--- config.mk ---
export PLATFORM = sky130hd
export DESIGN_NAME = regfile_2r1w
export DESIGN_NICKNAME = d
export VERILOG_FILES = /design/src/rtl/regfile_2r1w.sv
export SDC_FILE = /design/constraint.sdc
export NUM_CORES = 1
export LEC_CHECK = 0
export CAP_MARGIN = 25
export CORE_ASPECT_RATIO = 0.5
export CORE_MARGIN = 2
export CORE_UTILIZATION = 40
export DETAILED_ROUTE_END_ITERATION = 12
export REMOVE_ABC_BUFFERS = 1
export SETUP_SLACK_MARGIN = 0.3
export SYNTH_ARGS = -nofsm -noshare
export SYNTH_HDL_FRONTEND = slang
export SYNTH_SLANG_ARGS = --single-unit
--- constraint.sdc ---
create_clock -name clk -period 2.9 [get_ports clk]
set_clock_uncertainty 0.05 [all_clocks]
set_input_delay 0.87 -clock clk [delete_from_list [all_inputs] [get_ports clk]]
set_output_delay 0.87 -clock clk [all_outputs]
set_load 0.01 [all_outputs]
--- src/rtl/regfile_2r1w.sv ---
`default_nettype none
// ============================================================================
//  Module   : regfile_2r1w
//  Purpose  : Flop-based register file, one write port and two registered
//             read ports with write-first bypass and optional zero entry.
//  Revision : 1.0  initial release
// ============================================================================
module regfile_2r1w #(
    parameter int WIDTH    = 8,
    parameter int DEPTH    = 16,
    parameter int ADDR_W   = 4,
    parameter int ZERO_REG = 0
) (
    input  logic              clk,
    input  logic              rst_n,
    input  logic              we,
    input  logic [ADDR_W-1:0] wa,
    input  logic [WIDTH-1:0]  wd,
    input  logic              re0,
    input  logic [ADDR_W-1:0] ra0,
    output logic [WIDTH-1:0]  rd0,
    output logic              rv0,
    input  logic              re1,
    input  logic [ADDR_W-1:0] ra1,
    output logic [WIDTH-1:0]  rd1,
    output logic              rv1
);

    localparam int              c_idx_w  = (DEPTH > 1) ? $clog2(DEPTH) : 1;
    localparam logic [ADDR_W:0] c_depth  = (ADDR_W+1)'(DEPTH);

    logic [WIDTH-1:0]   r_mem [DEPTH];
    logic               w_wr_ok;
    logic [c_idx_w-1:0] w_wa_idx;

    logic               w_re  [2];
    logic [ADDR_W-1:0]  w_ra  [2];
    logic [WIDTH-1:0]   w_val [2];
    logic [WIDTH-1:0]   r_rd  [2];
    logic               r_rv  [2];

    assign w_wa_idx = wa[c_idx_w-1:0];
    assign w_wr_ok  = we && ({1'b0, wa} < c_depth) && !((ZERO_REG != 0) && (wa == '0));

    always_ff @(posedge clk or negedge rst_n) begin
        if (!rst_n) begin
            for (int i = 0; i < DEPTH; i++) begin
                r_mem[i] <= '0;
            end
        end else if (w_wr_ok) begin
            r_mem[w_wa_idx] <= wd;
        end
    end

    assign w_re[0] = re0;
    assign w_re[1] = re1;
    assign w_ra[0] = ra0;
    assign w_ra[1] = ra1;

    for (genvar p = 0; p < 2; p++) begin : g_rd_port
        logic               w_ra_ok;
        logic [c_idx_w-1:0] w_ra_idx;

        assign w_ra_idx = w_ra[p][c_idx_w-1:0];
        assign w_ra_ok  = ({1'b0, w_ra[p]} < c_depth) && !((ZERO_REG != 0) && (w_ra[p] == '0));

        // Write-first: a same-cycle write to the addressed entry wins over storage.
        always_comb begin
            w_val[p] = '0;
            if (w_ra_ok) begin
                if (w_wr_ok && (wa == w_ra[p])) begin
                    w_val[p] = wd;
                end else begin
                    w_val[p] = r_mem[w_ra_idx];
                end
            end
        end

        always_ff @(posedge clk or negedge rst_n) begin
            if (!rst_n) begin
                r_rd[p] <= '0;
                r_rv[p] <= 1'b0;
            end else begin
                r_rv[p] <= w_re[p];
                if (w_re[p]) begin
                    r_rd[p] <= w_val[p];
                end
            end
        end
    end

    assign rd0 = r_rd[0];
    assign rv0 = r_rv[0];
    assign rd1 = r_rd[1];
    assign rv1 = r_rv[1];

endmodule
`default_nettype wire
==> summary.md, run 1 <==
| Metric | Value |
|---|---|
| Status | complete, no violations |
| WHS | 0.304 ns |
| Critical Path AT | 2.75 ns |
| Syn_area_per_cell | 15.4 um^2 |
| Max Root-Sink Buffers | 2 |
| Placed Instances | 812 |
| Final setup viols | 0 |
| Required @ worst endpoint | 3.15 ns |
| Global-route wire length before repair | 30900 um |
| Max_cap viols | 0 |
| Hold WC Path Type | in -> async |
| CTS buffer count | 17 |
| Count leader, synth | dfrtp_1 |
| CTS tree | done |
| Die height | 103 um |
| YS warnings | 0 |
| Top post-synthesis cells by count | dfrtp_1 (146), mux2_2 (128), mux4_2 (39) |
| Share of cells above drive strength 1 | 41.9% |
| I/O pin count | 43 |
| Crit Path Category | in -> reg |
| Crit path time final | 2.50 ns |
| Nature of the critical path endpoint | flop |
| Ys async rst share | 100% |
| RSZ-0062 raised after global routing | no |
| Hold buffer count at CTS | 0 |
| Clk sinks | 146 |
| Rel. slew slack | 38.4% |
| Area growth syn-to-layout | 17.9% |
| Starting Density | 40.5% |
| Cts repair resizes | 0 |
| Leakage | 3.87 nW |
| Fill cells | 1660 |
| DR vias | 4896 |
| Worst vdd ir | 0.418 mV |
| EDFF count, synth | 0 |
| Top-area cell type share of the netlist area | 46.7% |
| Fmax | 399 MHz |
| Total wire length | 20000 um |
| Total GRT Usage | 20.4% |
| Nature of the critical path startpoint | primary input |
| Power Density | 710 nW/um^2 |
| CP peak stage delay | 0.53 ns |
| Max FO, Critical Path | 12 |
| Worst-path cell chain | clkdlybuf4s50_1 -> buf_4 -> mux4_1 -> a22oi_1 -> nand2_1 -> a221o_1 |
| Worst-Margin Slew | 0.920 ns |
| Synthesized cell area | 7820 um^2 |
| Final Max Tran Viols | 0 |
| Post-synth top flop | dfrtp_1 |
| Vias in the first global route | 4978 |
| Vias per cell | 5.81 |
| Post-route DRC violation count | 0 |
| # port buffers | 42 |
| Post-Synthesis Cells | 508 |
| Top cells by area, synth | dfrtp_1 (47%), mux2_2 (18%), mux4_2 (11%) |
| Setup Buffers After CTS | 0 |
| Seq/Total Area, Yosys | 46.7% |
| Root Driver | clkbuf_16 |
| Grt total ovfl | 0 |
| ANT nets after route | 0 |
| Pin count of the biggest net entering global routing | 57 |
| FP Rows | 36 |
| Drt wl/cell | 23.7 um |
| H-Tree Depth | 4 |
| CORE AREA | 19300 um^2 |
| Die ar. | 20700 um^2 |
| Violation count after the first detailed-routing iteration | 378 |
| Clock transition at path regs | 0.06 ns |
| Gpl congestion | 0.818 |
| Max stage delay cell, worst path | clkdlybuf4s50_1 |
| Post-synth cell types | 33 |
| Final hold vios | 0 |
| Die width | 202 um |
| Number of antenna diodes | 0 |
| Initial antenna violation count | 0 |
| Non-Filler Instances | 843 |
| Layout net count | 590 |
| TritonRoute pass-1 iters | 4 |
| Final period util | 86.4% |
| Final HPWL DP | 13100 um |
| Yosys top cell by area | dfrtp_1 |
| Clock Latency Late Sink | 0.42 ns |
| FF+latch count, synth | 146 |
placed cells by master (no fill, tap or decap), types with 3 or more instances in the layout:
master,Yosys,layout
a221o_1,16,16
a22oi_1,32,32
and2b_1,7,7
buf_12,3,7
buf_2,9,3
buf_4,4,29
bufinv_16,0,3
clkbuf_1,12,7
clkbuf_16,0,17
clkbuf_8,0,3
clkdlybuf4s50_1,0,38
dfrtp_1,146,146
mux2_2,128,128
mux4_1,22,22
mux4_2,39,39
mux4_4,3,3
nand2_1,20,20
nand2b_1,3,3
nor2_1,8,8
nor2b_1,14,14
nor3_2,6,6
xor2_1,6,6
metrics by stage:
stage | total power [mW] | instance area (um^2) | setup slack, ns | utilization (%) | setup TNS [ns]
after CTS | 6.59 | 9210 | 0.394 | 47.7 | 0
final | 6.54 | 9220 | 0.395 | 47.7 | 0
after global routing | 6.85 | 9220 | 0.357 | 47.7 | 0
after detailed placement | 4.35 | 8620 | -0.0476 | 44.6 | -0.252
after global placement | 4.30 | 8620 | -0.0602 | 44.6 | -0.353
after floorplan | 3.74 | 7520 | 0.724 | - | 0
routing by layer:
| metal | track usage (%) | routed length (um) | vias to the layer above |
|---|---|---|---|
| met2 | 32.0 | 9180 | 116 |
| li1 | - | - | 2119 |
| met4 | 5.94 | 390 | 0 |
| met5 | 0 | 0 | - |
| met3 | 4.05 | 877 | 27 |
| met1 | 29.2 | 9500 | 2634 |
area by class of cell:
cell class / count / area, um^2 / area share, %
Clock buffer: 27 / 493 / 5.35
Clock inverter: 4 / 97.6 / 1.06
Inverter: 2 / 7.51 / 0.0814
Multi-Input combinational cell: 320 / 3870 / 42.0
Sequential cell: 146 / 3650 / 39.6
Tap cell: 266 / 333 / 3.61
Timing Repair Buffer: 78 / 764 / 8.29
cell families after synthesis:
family,count (synthesis),share of synthesized area [%]
buf+inv,42,3.87
simple gates,70,5.20
flops,146,46.7
xor+xnor,8,0.896
compound gates,50,5.28
mux,192,38.0
critical path: cells and delay by family:
family,cells,cell delay (ns)
AO/OA/AOI/OAI,2,0.69
AND/OR/NAND/NOR,1,0.11
multiplexers,1,0.31
buffers and inverters,2,0.77
flip-flops by register name, indices dropped and copies added (netlist names):
register and cells:
r_mem 128, rd1 8, rd0 8, rv0 1
rv1 1
power by group:
group | switching [mW] | internal, mW | total, mW
clock | 0.808 | 1.42 | 2.23
combinational | 0.529 | 0.937 | 1.47
sequential | 0.338 | 2.51 | 2.85
total | 1.68 | 4.87 | 6.54
final timing paths:
kind	end	from	cells past startpoint	slack [ns]
max	rd0[6]$_DFFE_PN0P_	ra0[3]	6	0.40
max reg2reg	rd1[2]$_DFFE_PN0P_	r_mem[26]$_DFFE_PN0P_	4	1.00
max in group asynchronous	r_mem[16]$_DFFE_PN0P_	rst_n	2	1.84
min	r_mem[97]$_DFFE_PN0P_	rst_n	1	0.30
min in group clk	r_mem[88]$_DFFE_PN0P_	r_mem[88]$_DFFE_PN0P_	1	0.47
min reg2reg	r_mem[88]$_DFFE_PN0P_	r_mem[88]$_DFFE_PN0P_	1	0.47
No activity file was read; power rests on OpenSTA's default activity.
==> run 2, diff against run 1 <==
Settings changed: ABC_AREA from default to 1.
==> run 2 against run 1 <==
  * Sequential cell count did not move
  * Sequential power shrank 7.0%
  * Synthesized cell count is 150% higher
  * Synthesized area rose by 7.8%
  * Register-to-register slack better by 0.42 ns
  * Clock power rose by 4%
  * Utilization increased by 0.66 points
  * Cell area up 8.1%
  * Critical path type unchanged
  * Largest power group unchanged
==> summary.md, run 2 <==
| Metric | Value |
|---|---|
| Status | complete, no violations (unchanged) |
| R2R Setup Slk | 1.42 ns (was 1.00 ns) |
| Violation count after the first detailed-routing iteration | 1192 (was 378) |
| Area growth syn-to-layout | 18.2% (was 17.9%) |
| Crit path time final | 2.34 ns (was 2.50 ns) |
| Max_cap viols | 0 (unchanged) |
| Clock Latency Late Sink | 0.44 ns (was 0.42 ns) |
| Fmax | 428 MHz (was 399 MHz) |
| Grt total ovfl | 0 (unchanged) |
| Die height | 107 um (was 103 um) |
| Root Driver | clkbuf_16 (unchanged) |
| EDFF count, synth | 0 (unchanged) |
| Sw Pwr | 2.19 mW (was 1.68 mW) |
| Vias per cell | 5.46 (was 5.81) |
| Setup TNS | 0 ns (unchanged) |
| FF+latch count, synth | 146 (unchanged) |
| GR Util met1 | 45.3% (was 29.2%) |
| Critical Path AT | 2.62 ns (was 2.75 ns) |
| Drt wl/cell | 19.7 um (was 23.7 um) |
| Required @ worst endpoint | 3.19 ns (was 3.15 ns) |
| Sequential share of power | 39.9% (was 43.6%) |
| Final worst setup slack | 0.562 ns (was 0.395 ns) |
| Clk sinks | 146 (unchanged) |
| Final hold vios | 0 (unchanged) |
| End of the critical path | rd0[3]$_DFFE_PN0P_ (was rd0[6]$_DFFE_PN0P_) |
| Comb pwr share | 25.1% (was 22.4%) |
| Met2 track demand over resource | 36.1% (was 32.0%) |
| Switching Share | 33.0% (was 25.6%) |
| Crit Path Category | in -> reg (unchanged) |
| Setup Buffers After CTS | 0 (unchanged) |
| Setup crit start | ra0[1] (was ra0[3]) |
| Count leader, synth | nand2_1 (was dfrtp_1) |
| Leakage | 5.11 nW (was 3.87 nW) |
| Syn_area_per_cell | 6.73 um^2 (was 15.4 um^2) |
| CTS tree | done (unchanged) |
| Synthesized cell area | 8430 um^2 (was 7820 um^2) |
| FF-to-FF Start | r_mem[2]$_DFFE_PN0P_ (was r_mem[26]$_DFFE_PN0P_) |
| TritonRoute pass-1 iters | 6 (was 4) |
| Final HPWL DP | 22200 um (was 13100 um) |
| DR vias | 8635 (was 4896) |
| CORE AREA | 20600 um^2 (was 19300 um^2) |
| R2R depth | 8 (was 4) |
| Yosys top cell by area | dfrtp_1 (unchanged) |
| Top post-synthesis cells by count | nand2_1 (446), nand3_1 (244), inv_1 (147) (was dfrtp_1 (146), mux2_2 (128), mux4_2 (39)) |
| Worst R2R End | rd1[2]$_DFFE_PN0P_ (unchanged) |
| Starting Density | 40.9% (was 40.5%) |
| # port buffers | 42 (unchanged) |
| Total GRT Usage | 29.0% (was 20.4%) |
| Top cells by area, synth | dfrtp_1 (43%), nand2_1 (20%), nand3_1 (14%) (was dfrtp_1 (47%), mux2_2 (18%), mux4_2 (11%)) |
| Hold WC Path Type | in -> async (unchanged) |
| Worst vdd ir | 0.419 mV (was 0.418 mV) |
| Top-area cell type share of the netlist area | 43.3% (was 46.7%) |
| Number of antenna diodes | 0 (unchanged) |
| Most common cell after layout, fill and taps aside | nand2_1 (was dfrtp_1) |
| Post-route DRC violation count | 0 (unchanged) |
| Final period util | 80.6% (was 86.4%) |
| Final setup viols | 0 (unchanged) |
| Multi-input logic area | 3840 um^2 (was 3870 um^2) |
| YS warnings | 0 (unchanged) |
| Cts repair resizes | 0 (unchanged) |
| Met3 Use GR | 11.6% (was 4.05%) |
| Post-place setup slack | 0.157 ns (was -0.0476 ns) |
| Largest reg by FF count | r_mem (unchanged) |
| Storage element area | 3650 um^2 (unchanged) |
| Ys async rst share | 100% (unchanged) |
| Rel. slew slack | 56.8% (was 38.4%) |
| RSZ-0062 raised after global routing | no (unchanged) |
| Clock transition at path regs | 0.06 ns (about the same) |
| Layout net count | 1321 (was 590) |
| H-Tree Depth | 4 (unchanged) |
| FP Rows | 37 (was 36) |
| Seq/Total Area, Yosys | 43.3% (was 46.7%) |
| Pin count of the biggest net entering global routing | 62 (was 57) |
| Nature of the critical path startpoint | primary input (unchanged) |
| ANT nets after route | 0 (unchanged) |
| Share of cells above drive strength 1 | 8.41% (was 41.9%) |
| Post-synth cell types | 19 (was 33) |
| Gpl congestion | 0.989 (was 0.818) |
| Global-route wire length before repair | 47400 um (was 30900 um) |
| Max FO, Critical Path | 16 (was 12) |
| Post-synth top flop | dfrtp_1 (unchanged) |
| Clk network pwr share | 35.0% (was 34.0%) |
| Number of flip-flops in the largest register | 128 (unchanged) |
| Initial antenna violation count | 1 (was 0) |
| Max Root-Sink Buffers | 2 (unchanged) |
| Placed inst area | 9350 um^2 (was 8620 um^2) |
| Final Max Tran Viols | 0 (unchanged) |
| Hold buffer count at CTS | 0 (unchanged) |
| Nature of the critical path endpoint | flop (unchanged) |
| Power Density | 667 nW/um^2 (was 710 nW/um^2) |
| CTS buffer count | 17 (unchanged) |
| Total wire length | 31200 um (was 20000 um) |
| Gr busiest metal | met1 (was met2) |
| Die ar. | 22300 um^2 (was 20700 um^2) |
| I/O pin count | 43 (unchanged) |
| Fill cells | 2116 (was 1660) |
| Fin area | 9960 um^2 (was 9220 um^2) |
| Die width | 209 um (was 202 um) |
| Internal | 4.45 mW (was 4.87 mW) |
| Post-Synthesis Cells | 1253 (was 508) |
| Vias in the first global route | 7503 (was 4978) |
| Worst-Margin Slew | 0.647 ns (was 0.920 ns) |
| Most frequent cells in the layout | nand2_1 (446), nand3_1 (244), inv_1 (146), dfrtp_1 (146), o21ai_0 (128) (was dfrtp_1 (146), mux2_2 (128), mux4_2 (39), clkdlybuf4s50_1 (38), a22oi_1 (32)) |
==> run 2: cell count changes after synthesis, sizes merged, moves of 7 or more <==
cell	delta
a221o	-16
a22oi	-32
and2b	-7
buf	+32
clkbuf	+13
inv	+150
mux2	-128
mux4	-64
nand2	+426
nand3	+245
nor2	+34
nor2b	-14
o21ai	+131
==> run 2: layout make-up <==
type | count | area share (%)
multi-input cells | 875 | 38.6
flip-flops and latches | 146 | 36.7
repair buffers | 104 | 9.43
inverters | 152 | 5.73
clock buffers | 21 | 4.82
well taps | 273 | 3.43
clock inverters | 10 | 1.32
==> run 2: cell families (layout without fill, tap and decap cells) <==
logic type | count (synthesis) | in the layout | share of synthesized area (%)
AOI/OAI and AO/OA | 131 | 131 | 7.78
buffers and inverters | 232 | 287 | 11.1
and+or+nand+nor | 740 | 740 | 37.4
DFF | 146 | 146 | 43.3
xor gates and xnor gates | 4 | 4 | 0.416
==> run 2: worst min-delay path by stage <==
stage                                     start                      to  depth (start not counted)
after floorplan            r_mem[0]$_DFFE_PN0P_    r_mem[0]$_DFFE_PN0P_                          2
after global placement    r_mem[57]$_DFFE_PN0P_   r_mem[57]$_DFFE_PN0P_                          2
after detailed placement     rd0[6]$_DFFE_PN0P_      rd0[6]$_DFFE_PN0P_                          2
after CTS                                 rst_n  r_mem[111]$_DFFE_PN0P_                          1
after global routing                      rst_n  r_mem[110]$_DFFE_PN0P_                          1
final                                     rst_n  r_mem[111]$_DFFE_PN0P_                          1
==> run 2: critical path, stage by stage <==
cell and delay [ns]:
clkdlybuf4s50_1 0.54, buf_4 0.24, o21ai_0 0.11, nor2_1 0.12
nand3_2 0.34, nor2_1 0.21, nor2_1 0.06, nand2_1 0.08
nand2_1 0.04
==> run 2: layer usage <==
| metal | share of wire [%] | up-vias | wire, um |
|---|---|---|---|
| met3 | 15 | 38 | 4530 |
| met4 | 1.4 | 0 | 430 |
| met1 | 48 | 4045 | 14800 |
| li1 | - | 4030 | - |
| met2 | 37 | 522 | 11400 |
| met5 | 0 | - | 0 |
==> run 2: power groups by stage <==
stage | clock, mW | sequential, mW | combinational, mW
floorplan | 0 | 2.64 | 0.939
global placement | 0 | 2.67 | 1.59
detailed placement | 0 | 2.68 | 1.62
CTS | 2.35 | 2.65 | 1.63
global route | 2.43 | 2.70 | 1.87
finish | 2.32 | 2.65 | 1.67
==> run 2: per-stage QoR <==
| stage | util, % | power, mW | hold WS, ns | cells |
|---|---|---|---|---|
| after floorplan | - | 3.58 | 0.403 | 1173 |
| after global placement | 45.4 | 4.26 | 0.416 | 1550 |
| after detailed placement | 45.4 | 4.30 | 0.420 | 1550 |
| after CTS | 48.4 | 6.63 | 0.384 | 1581 |
| after global routing | 48.4 | 7.00 | 0.411 | 1581 |
| final | 48.4 | 6.64 | 0.359 | 1581 |
==> run 3, diff against run 2 <==
Clock period 2.9 ns to 2.35 ns, I/O delays scaled along.
==> run 3 against run 2 <==
  * Die area unchanged
  * Global-route usage up 1.4 points
  * Final cell count up 1.2%
  * Utilization up 1.6 points
  * Via count down 0.16%
  * Clock-buffer cell count unchanged
  * Register-to-register slack worse by 0.50 ns
  * Combinational power up 27%
  * First-iteration DRC count up 7.0%
  * Wire length up 3.0%
  * Sequential cell count unchanged
  * Critical path type unchanged
  * Critical endpoint is now rd1[2]$_DFFE_PN0P_
  * Highest routed layer unchanged
==> summary.md, run 3 (synthesis gave the netlist of run 2 again) <==
| Metric | Value |
|---|---|
| Internal | 5.58 mW (was 4.45 mW) |
| Clock transition at path regs | 0.06 ns (about the same) |
| Worst vdd ir | 0.438 mV (was 0.419 mV) |
| RSZ-0062 raised after global routing | yes (was no) |
| Leakage | 5.34 nW (was 5.11 nW) |
| Total GRT Usage | 30.4% (was 29.0%) |
| Non-Filler Instances | 1600 (was 1581) |
| Final HPWL DP | 23400 um (was 22200 um) |
| I/O pin count | 43 (unchanged) |
| Hold WC Path Type | in -> async (unchanged) |
| Status | complete, no violations (unchanged) |
| Fin area | 10300 um^2 (was 9960 um^2) |
| Area growth syn-to-layout | 22.0% (was 18.2%) |
| Rel. slew slack | 68.7% (was 56.8%) |
| Starting Density | 40.9% (unchanged) |
| CTS buffer count | 17 (unchanged) |
| Critical Path AT | 2.32 ns (was 2.62 ns) |
| Final core utilization | 49.9% (was 48.4%) |
| Vias per cell | 5.39 (was 5.46) |
| Vias in the first global route | 7970 (was 7503) |
| Crit path time final | 1.99 ns |
| H-Tree Depth | 4 (unchanged) |
| Final worst setup slack | 0.363 ns (was 0.562 ns) |
| Worst R2R End | rd1[0]$_DFFE_PN0P_ (was rd1[2]$_DFFE_PN0P_) |
| R2R depth | 8 (unchanged) |
| Final period util | 84.5% |
| CORE AREA | 20600 um^2 (unchanged) |
| Fmax | 503 MHz |
| Required @ worst endpoint | 2.68 ns (was 3.19 ns) |
| Placed inst area | 9650 um^2 (was 9350 um^2) |
| Sequential share of power | 39.2% (was 39.9%) |
| Power Density | 813 nW/um^2 (was 667 nW/um^2) |
| Placed Instances | 1568 (was 1550) |
| Post-route DRC violation count | 0 (unchanged) |
| CTS tree | done (unchanged) |
| Global-route wire length before repair | 49900 um (was 47400 um) |
| FF-to-FF Start | r_mem[0]$_DFFE_PN0P_ (was r_mem[2]$_DFFE_PN0P_) |
| Clk sinks | 146 (unchanged) |
| # port buffers | 42 (unchanged) |
| Clk network pwr share | 35.4% (was 35.0%) |
| Max FO, Critical Path | 21 (was 16) |
| Nature of the critical path endpoint | flop (unchanged) |
| Max Root-Sink Buffers | 2 (unchanged) |
| Die ar. | 22300 um^2 (unchanged) |
| FP Rows | 37 (unchanged) |
| Layout net count | 1339 (was 1321) |
| Number of flip-flops in the largest register | 128 (unchanged) |
| TritonRoute pass-1 iters | 5 (was 6) |
| Pin count of the biggest net entering global routing | 48 (was 62) |
| Initial antenna violation count | 1 (unchanged) |
| Violation count after the first detailed-routing iteration | 1276 (was 1192) |
| Die height | 107 um (unchanged) |
| Final Max Tran Viols | 0 (unchanged) |
| Most frequent cells in the layout | nand2_1 (446), nand3_1 (240), inv_1 (146), dfrtp_1 (146), o21ai_0 (128) (was nand2_1 (446), nand3_1 (244), inv_1 (146), dfrtp_1 (146), o21ai_0 (128)) |
| Drt wl/cell | 20.1 um (was 19.7 um) |
| Crit Path Category | in -> reg (unchanged) |
| Switching Share | 33.3% (was 33.0%) |
| Post-place setup slack | -0.162 ns (was 0.157 ns) |
| Share of cells above drive strength 1 | 9.88% (was 8.41%) |
| Clock Latency Late Sink | 0.45 ns (was 0.44 ns) |
| R2R Setup Slk | 0.92 ns (was 1.42 ns) |
| Root Driver | clkbuf_16 (unchanged) |
| Largest reg by FF count | r_mem (unchanged) |
| Final setup viols | 0 (unchanged) |
| Sw Pwr | 2.78 mW (was 2.19 mW) |
| Die width | 209 um (unchanged) |
| Max_cap viols | 0 (unchanged) |
| Worst-Margin Slew | 0.469 ns (was 0.647 ns) |
| Total wire length | 32100 um (was 31200 um) |
| Grt total ovfl | 0 (unchanged) |
| Nature of the critical path startpoint | primary input (unchanged) |
| Comb pwr share | 25.4% (was 25.1%) |
| DR vias | 8621 (was 8635) |
| ANT nets after route | 0 (unchanged) |
| Most common cell after layout, fill and taps aside | nand2_1 (unchanged) |
| Final hold vios | 0 (unchanged) |
| Gpl congestion | 0.946 (was 0.989) |
-- run 3: layer usage --
metal,share of wire [%],track usage [%],vias to the layer above
li1,-,-,4064
met1,49,48.1,4068
met2,36,37.6,469
met3,14,12.6,20
met4,0.68,5.15,0
met5,0,0,-
-- run 3: layout make-up --
type,instances,area (um^2)
clock buffer,21,470
inverter,152,571
fill,2049,10300
sequential,146,3650
multi-input combinational,875,3860
timing repair buffer,122,1220
clock inverter,10,156
antenna,1,2.50
tap,273,342
-- run 3: worst max path at each step --
stage	start	endpoint	slack [ns]
finish	ra1[1]	rd1[2]$_DFFE_PN0P_	0.36
CTS	ra1[1]	rd1[0]$_DFFE_PN0P_	0.32
global placement	ra1[1]	rd1[0]$_DFFE_PN0P_	-0.14
floorplan	ra0[0]	rd0[0]$_DFFE_PN0P_	-0.22
detailed placement	ra0[1]	rd0[5]$_DFFE_PN0P_	-0.16
global route	ra0[3]	rd0[1]$_DFFE_PN0P_	0.29
-- run 3: what timing repair did --
item,in CTS,in global routing
buffers inserted,0,0
resized for setup,19,8
hold buffers,0,0
endpoints found under the setup margin,20,20
-- run 3: worst max-delay path, cell delays in order --
cell             delay [ns]
clkdlybuf4s50_1        0.56
buf_6                  0.23
nand3_1                0.25
nand3_1                0.17
nand3_1                0.11
nand3_1                0.17
nand2_1                0.07
nand2_1                0.05
-- run 3: metrics by stage --
step / hold slack (ns) / setup TNS, ns / power, mW
after global routing: 0.115 / 0 / 8.85
final: 0.106 / 0 / 8.36
after detailed placement: 0.417 / -1.87 / 5.39
after floorplan: 0.359 / -1.74 / 4.42
after global placement: 0.414 / -1.39 / 5.36
after CTS: 0.103 / 0 / 8.34
-- run 3: power by group through the flow --
| stage | Clock [mW] | Combinational, mW | Sequential, mW |
|---|---|---|---|
| 3_3_place_gp | 0 | 2.06 | 3.30 |
| 2_1_floorplan | 0 | 1.16 | 3.26 |
| 5_1_grt | 3.12 | 2.38 | 3.34 |
| 6_report | 2.96 | 2.12 | 3.28 |
| 4_1_cts | 3.00 | 2.07 | 3.27 |
| 3_5_place_dp | 0 | 2.08 | 3.31 |
